### src/rtl/fetch_unit_pkg.sv
// Shared fetch-unit definitions: field widths, opcode position, HALT opcode, offset sign extension.
package fetch_unit_pkg;

  localparam int ADDR_W  = 16;
  localparam int INSTR_W = 16;
  localparam int OFF_W   = 6;
  localparam int OPC_MSB = 15;
  localparam int OPC_LSB = 9;
  localparam int OPC_W   = OPC_MSB - OPC_LSB + 1;

  localparam logic [OPC_W-1:0] OP_HALT_DEF = 7'b1101111;

  function automatic logic [ADDR_W-1:0] sext_off(input logic [OFF_W-1:0] off);
    return {{(ADDR_W-OFF_W){off[OFF_W-1]}}, off};
  endfunction

endpackage

### src/rtl/fetch_unit_if.sv
// Fetch <-> execute/ROM bus; slave side is the fetch unit, master side drives redirects and ROM data.
interface fetch_unit_if;
  import fetch_unit_pkg::*;

  logic               stall;
  logic               br_take;
  logic [OFF_W-1:0]   br_off;
  logic               jmp_take;
  logic [ADDR_W-1:0]  jmp_addr;
  logic [INSTR_W-1:0] rom_data;
  logic [ADDR_W-1:0]  rom_addr;
  logic [INSTR_W-1:0] ir;
  logic               ir_valid;
  logic [ADDR_W-1:0]  pc_out;
  logic               halted;

  modport slave (
    input  stall, br_take, br_off, jmp_take, jmp_addr, rom_data,
    output rom_addr, ir, ir_valid, pc_out, halted
  );

  modport master (
    output stall, br_take, br_off, jmp_take, jmp_addr, rom_data,
    input  rom_addr, ir, ir_valid, pc_out, halted
  );
endinterface

### src/rtl/fetch_unit.sv
// Instruction fetch stage: PC sequencing, jump/branch redirect with flush, stall hold, HALT stop.
module fetch_unit
  import fetch_unit_pkg::*;
#(
  parameter logic [OPC_W-1:0]  OP_HALT  = OP_HALT_DEF,
  parameter logic [ADDR_W-1:0] RESET_PC = 16'h0000
) (
  input  logic        clk,
  input  logic        rst,
  fetch_unit_if.slave bus
);

  localparam logic [0:0] S_RUN  = 1'b0;
  localparam logic [0:0] S_HALT = 1'b1;

  logic [0:0]         state_q, state_d;
  logic [ADDR_W-1:0]  pc_q, pc_d;
  logic [INSTR_W-1:0] ir_q, ir_d;
  logic [ADDR_W-1:0]  pc_out_q, pc_out_d;
  logic               vld_q, vld_d;
  logic               halted_q, halted_d;

  logic is_halt;
  assign is_halt = (bus.rom_data[OPC_MSB:OPC_LSB] == OP_HALT);

  always_comb begin
    state_d  = state_q;
    pc_d     = pc_q;
    ir_d     = ir_q;
    pc_out_d = pc_out_q;
    vld_d    = vld_q;
    halted_d = halted_q;
    if (state_q == S_RUN) begin
      // Redirects only apply to a live instruction in ir.
      if (vld_q && bus.jmp_take) begin
        pc_d  = bus.jmp_addr;
        vld_d = 1'b0;
      end else if (vld_q && bus.br_take) begin
        pc_d  = pc_out_q + sext_off(bus.br_off);
        vld_d = 1'b0;
      end else if (!bus.stall) begin
        ir_d     = bus.rom_data;
        pc_out_d = pc_q;
        vld_d    = 1'b1;
        if (is_halt) begin
          halted_d = 1'b1;
          state_d  = S_HALT;
        end else begin
          pc_d = pc_q + 1'b1;
        end
      end
    end else begin
      // HALT is presented until execute accepts it once, then nothing more.
      if (!bus.stall) vld_d = 1'b0;
    end
  end

  always_ff @(posedge clk) begin
    if (rst) begin
      state_q  <= S_RUN;
      pc_q     <= RESET_PC;
      ir_q     <= '0;
      pc_out_q <= '0;
      vld_q    <= 1'b0;
      halted_q <= 1'b0;
    end else begin
      state_q  <= state_d;
      pc_q     <= pc_d;
      ir_q     <= ir_d;
      pc_out_q <= pc_out_d;
      vld_q    <= vld_d;
      halted_q <= halted_d;
    end
  end

  assign bus.rom_addr = pc_q;
  assign bus.ir       = ir_q;
  assign bus.ir_valid = vld_q;
  assign bus.pc_out   = pc_out_q;
  assign bus.halted   = halted_q;

endmodule

### src/flat_wrapper.sv
// flat-port wrapper written by rule: the top's interface ports become plain ports
module fetch_unit_flat import fetch_unit_pkg::*;
#(
  parameter logic [OPC_W-1:0]  OP_HALT  = OP_HALT_DEF,
  parameter logic [ADDR_W-1:0] RESET_PC = 16'h0000
)
  (clk, rst, bus_stall, bus_br_take, bus_br_off, bus_jmp_take, bus_jmp_addr, bus_rom_data, bus_rom_addr, bus_ir, bus_ir_valid, bus_pc_out, bus_halted);
  fetch_unit_if bus_i ();
  input  logic clk;
  input  logic rst;
  input wire logic [$bits(bus_i.stall)-1:0] bus_stall;
  input wire logic [$bits(bus_i.br_take)-1:0] bus_br_take;
  input wire logic [$bits(bus_i.br_off)-1:0] bus_br_off;
  input wire logic [$bits(bus_i.jmp_take)-1:0] bus_jmp_take;
  input wire logic [$bits(bus_i.jmp_addr)-1:0] bus_jmp_addr;
  input wire logic [$bits(bus_i.rom_data)-1:0] bus_rom_data;
  output wire logic [$bits(bus_i.rom_addr)-1:0] bus_rom_addr;
  output wire logic [$bits(bus_i.ir)-1:0] bus_ir;
  output wire logic [$bits(bus_i.ir_valid)-1:0] bus_ir_valid;
  output wire logic [$bits(bus_i.pc_out)-1:0] bus_pc_out;
  output wire logic [$bits(bus_i.halted)-1:0] bus_halted;
  assign bus_i.stall = bus_stall;
  assign bus_i.br_take = bus_br_take;
  assign bus_i.br_off = bus_br_off;
  assign bus_i.jmp_take = bus_jmp_take;
  assign bus_i.jmp_addr = bus_jmp_addr;
  assign bus_i.rom_data = bus_rom_data;
  assign bus_rom_addr = bus_i.rom_addr;
  assign bus_ir = bus_i.ir;
  assign bus_ir_valid = bus_i.ir_valid;
  assign bus_pc_out = bus_i.pc_out;
  assign bus_halted = bus_i.halted;
  fetch_unit #(.OP_HALT(OP_HALT), .RESET_PC(RESET_PC)) u_core (.clk(clk), .rst(rst), .bus(bus_i));
endmodule
### config.mk
export PLATFORM = sky130hd
export DESIGN_NAME = fetch_unit_flat
export DESIGN_NICKNAME = d
export VERILOG_FILES = /design/src/rtl/fetch_unit_pkg.sv /design/src/rtl/fetch_unit_if.sv /design/src/rtl/fetch_unit.sv /design/src/flat_wrapper.sv
export SDC_FILE = /design/constraint.sdc
export NUM_CORES = 1
export LEC_CHECK = 0
export ABC_AREA = 1
export ABC_CLOCK_PERIOD_IN_PS = 1800
export BUFFER_PORTS_ARGS = -buffer_cell sky130_fd_sc_hd__buf_2
export CAP_MARGIN = 20
export CORE_MARGIN = 2
export CORE_UTILIZATION = 48
export CTS_CLUSTER_DIAMETER = 60
export DETAILED_ROUTE_END_ITERATION = 16
export HOLD_SLACK_MARGIN = 0.06
export MAX_ROUTING_LAYER = met4
export PLACE_DENSITY_LB_ADDON = 0.05
export SYNTH_ARGS = -nofsm -noshare
export SYNTH_HDL_FRONTEND = slang
export SYNTH_SLANG_ARGS = --single-unit
### constraint.sdc
create_clock -name clk -period 1.8 [get_ports clk]
set_input_delay 0 -clock clk [delete_from_list [all_inputs] [get_ports clk]]
set_output_delay 0 -clock clk [all_outputs]
set_load 0.01 [all_outputs]
==> flow_metrics.env <==
export IMPL_startpoint_type="flip-flop"
export IMPL_irDropWorstVdd_v=0.000388
export IMPL_drc=0
export IMPL_totalNegativeSetupSlack_ps=0
export IMPL_rsz0062_at_grt="true"
export IMPL_fin_crit_ps=1760
export IMPL_max_cap_violations=0
export IMPL_fmax_mhz=569
export IMPL_num_rows=30
export IMPL_seqPwrFrac=0.426
export IMPL_synthMuxAreaShare=0
export IMPL_reg2reg_depth=13
export IMPL_drt_iter0_drc=312
export IMPL_pwr_share_comb=0.341
export IMPL_core_sq_um=6760
export IMPL_cts_tree="built"
export IMPL_slew_viol_final=0
export IMPL_fp_dieW_um=87.3
export IMPL_p_per_area_nw_per_um2=678
export IMPL_post_route_period_util=0.976
export IMPL_internal_power_uw=1950
export IMPL_end_kind="flip-flop"
export IMPL_slew_headroom=0.742
export IMPL_min_path_type="in2reg"
export IMPL_syn_inst=541
export IMPL_gr_total_overflow=0
export IMPL_worstMarginPinSlew_ps=386
export IMPL_synth_top_family_by_area="simple AND/OR/NAND/NOR gates"
export IMPL_power_uw=3080
export IMPL_clkTransAtPathRegs_ps=110
export IMPL_drive_above_1_share=0.277
export IMPL_die_h_um=87.3
export IMPL_cts_made_buffers=5
export IMPL_final_common_cell="nand2_1"
export IMPL_drt_first_pass_iters=5
export IMPL_holdPathStages=5
export IMPL_synth_seq_cells=51
export IMPL_grt_antenna_before_repair=0
export IMPL_track_usage=0.292
export IMPL_critPathKind="reg2reg"
export IMPL_synthAdderAreaFrac=0.0661
export IMPL_num_io_pins=93
export IMPL_worstPathMaxFanout=4
export IMPL_root_buffer="clkbuf_8"
export IMPL_switching_power_uw=1130
export IMPL_setup_viol=0
export IMPL_cp_data_arrival_time_ps=2010
export IMPL_synth_xor_area_share=0.0131
export IMPL_yosys_warnings=0
export IMPL_nets=730
export IMPL_yosys_area_share_simple=0.358
export IMPL_final_antenna_net_count=0
export IMPL_synthesis_nets=601
export IMPL_fin_util=0.673
export IMPL_ys_types=34
export IMPL_synth_area_per_cell_sq_um=6.16
export IMPL_die_area_sq_um=7620
export IMPL_syn_to_final_growth_pct=36.5
export IMPL_via_per_inst=5.24
export IMPL_mostFrequentLayoutCells="nand2_1, buf_2, nor2_1"
export IMPL_clock_sinks=51
export IMPL_finalClockSkew_ps=6.20
export IMPL_htree_levels=2
export IMPL_synth_seq_area_share=0.306
export IMPL_instances_no_fill=751
export IMPL_grt_pass1_vias=3679
export IMPL_grt_pass1_wl_um=17200
export IMPL_gp_congestion=0.991
export IMPL_vias=3938
export IMPL_cts_buffer_depth=2
export IMPL_antennaDiodeCount=0
export IMPL_status="finished clean"
export IMPL_synth_area_sq_um=3330
export IMPL_grt_max_degree=32
export IMPL_hpwl_um=7560
export IMPL_power_share_clock=0.232
export IMPL_place_inst=717
export IMPL_p_leak_uw=0.00229
export IMPL_hold_viol=0
export IMPL_insertion_delay_ps=320
export IMPL_swShare=0.368
export IMPL_worstPathRequired_ps=2060
export IMPL_io_buffer_count=92
export IMPL_synth_compound_area_share=0.160
export IMPL_initial_core_util=0.493
export IMPL_routed_wirelength_um=10700
export IMPL_avgRoutedWirePerCell_um=14.3
==> per-stage QoR <==
step | worst slack [ps] | hold slack, ps | instance area [sq um]
finish | 43.5 | 64.8 | 4550
floorplan | 28.5 | 69.1 | 3330
CTS | -8.50 | 63.0 | 4310
global route | -109 | 88.9 | 4550
global placement | 12.6 | 225 | 3980
detailed placement | -70.7 | 232 | 3980
==> sequential cells by signal, indices dropped and copies added, names as in the netlist <==
register,flops
u_core.bus.ir,16
u_core.bus.pc_out,16
u_core.bus.halted,1
u_core.state_q,1
u_core.bus.ir_valid,1
u_core.bus.rom_addr,16
==> timing repair <==
item,CTS,global route
buffers inserted,0,3
setup endpoints to repair,7,12
gates resized for setup,5,48
hold buffers,23,0
pin swaps,0,15
cloned,0,0
hold endpoints to repair,22,0
==> synth_stat cells <==
cell,count,area share
nand2_1,139,0.16
nor2_1,82,0.092
inv_1,59,0.066
dfxtp_1,51,0.31
o21ai_0,50,0.075
a21oi_1,44,0.066
nand3_1,34,0.051
ha_1,16,0.060
clkbuf_1,8,0.0090
buf_2,7,0.011
nor3_1,6,0.0090
inv_2,4,0.0045
nand3b_1,4,0.0090
xor2_1,4,0.011
nand2_2,3,0.0056
nand4_1,3,0.0056
nor2_2,3,0.0056
o211ai_1,3,0.0068
or2_2,3,0.0056
a31oi_1,2,0.0038
and2_1,2,0.0038
nor2_4,2,0.0068
a21boi_0,1,0.0023
and3_1,1,0.0019
buf_1,1,0.0011
clkbuf_2,1,0.0015
clkinv_1,1,0.0011
fa_1,1,0.0060
inv_4,1,0.0019
nor3_4,1,0.0049
o211a_1,1,0.0030
o21ai_1,1,0.0015
o22ai_1,1,0.0019
xnor2_1,1,0.0026
==> final timing paths <==
check	from	endpoint	slack, ps
worst min-delay path	bus_jmp_addr[11]	u_core.bus.rom_addr[11]	60
worst min register to register	u_core.bus.halted	u_core.bus.halted	480
worst max register to register	u_core.bus.pc_out[0]	u_core.bus.rom_addr[10]	40
worst max-delay path	u_core.bus.pc_out[0]	u_core.bus.rom_addr[10]	40
==> power groups by stage <==
| stage | clock (uW) | sequential (uW) | combinational [uW] |
|---|---|---|---|
| floorplan | 0 | 1370 | 517 |
| global placement | 0 | 1320 | 896 |
| detailed placement | 0 | 1330 | 904 |
| CTS | 715 | 1300 | 952 |
| global route | 763 | 1330 | 1180 |
| finish | 715 | 1310 | 1050 |
==> worst max-delay path, stage by stage (launching register included) <==
cell,delay [ps]
dfxtp_2,350
ha_4,160
fa_2,370
nand2_2,70
nand2_2,60
nand3_2,80
nand2_4,70
nand2_2,80
nand2_1,50
nand2_1,70
nand3_2,70
nand2_1,80
nand2_1,60
a21oi_2,130
==> metal layers <==
metal / share of wire / vias to the layer above / global-route usage / wire [um]
li1: - / 1994 / - / -
met4: 0.0058 / 0 / 0.0545 / 62
met2: 0.45 / 145 / 0.450 / 4820
met3: 0.057 / 10 / 0.0351 / 610
met1: 0.49 / 1789 / 0.414 / 5220
met5: 0 / - / - / 0
==> final cells by class <==
type                            instances  area (sq um)
Clock buffer                            6          72.6
Multi-Input combinational cell        408          2210
Fill cell                             628          2210
Inverter                               65           246
Sequential cell                        51          1030
Timing Repair Buffer                  139           871
Tap cell                               80           100
Clock inverter                          2          16.3
==> cells by family after synthesis <==
logic type	count (synthesis)
xor gates and xnor gates	5
DFF	51
buffers and inverters	82
and+or+nand+nor	283
adders and majority gates	17
AOI/OAI and AO/OA	103
Power figures use the tool's default switching activity.
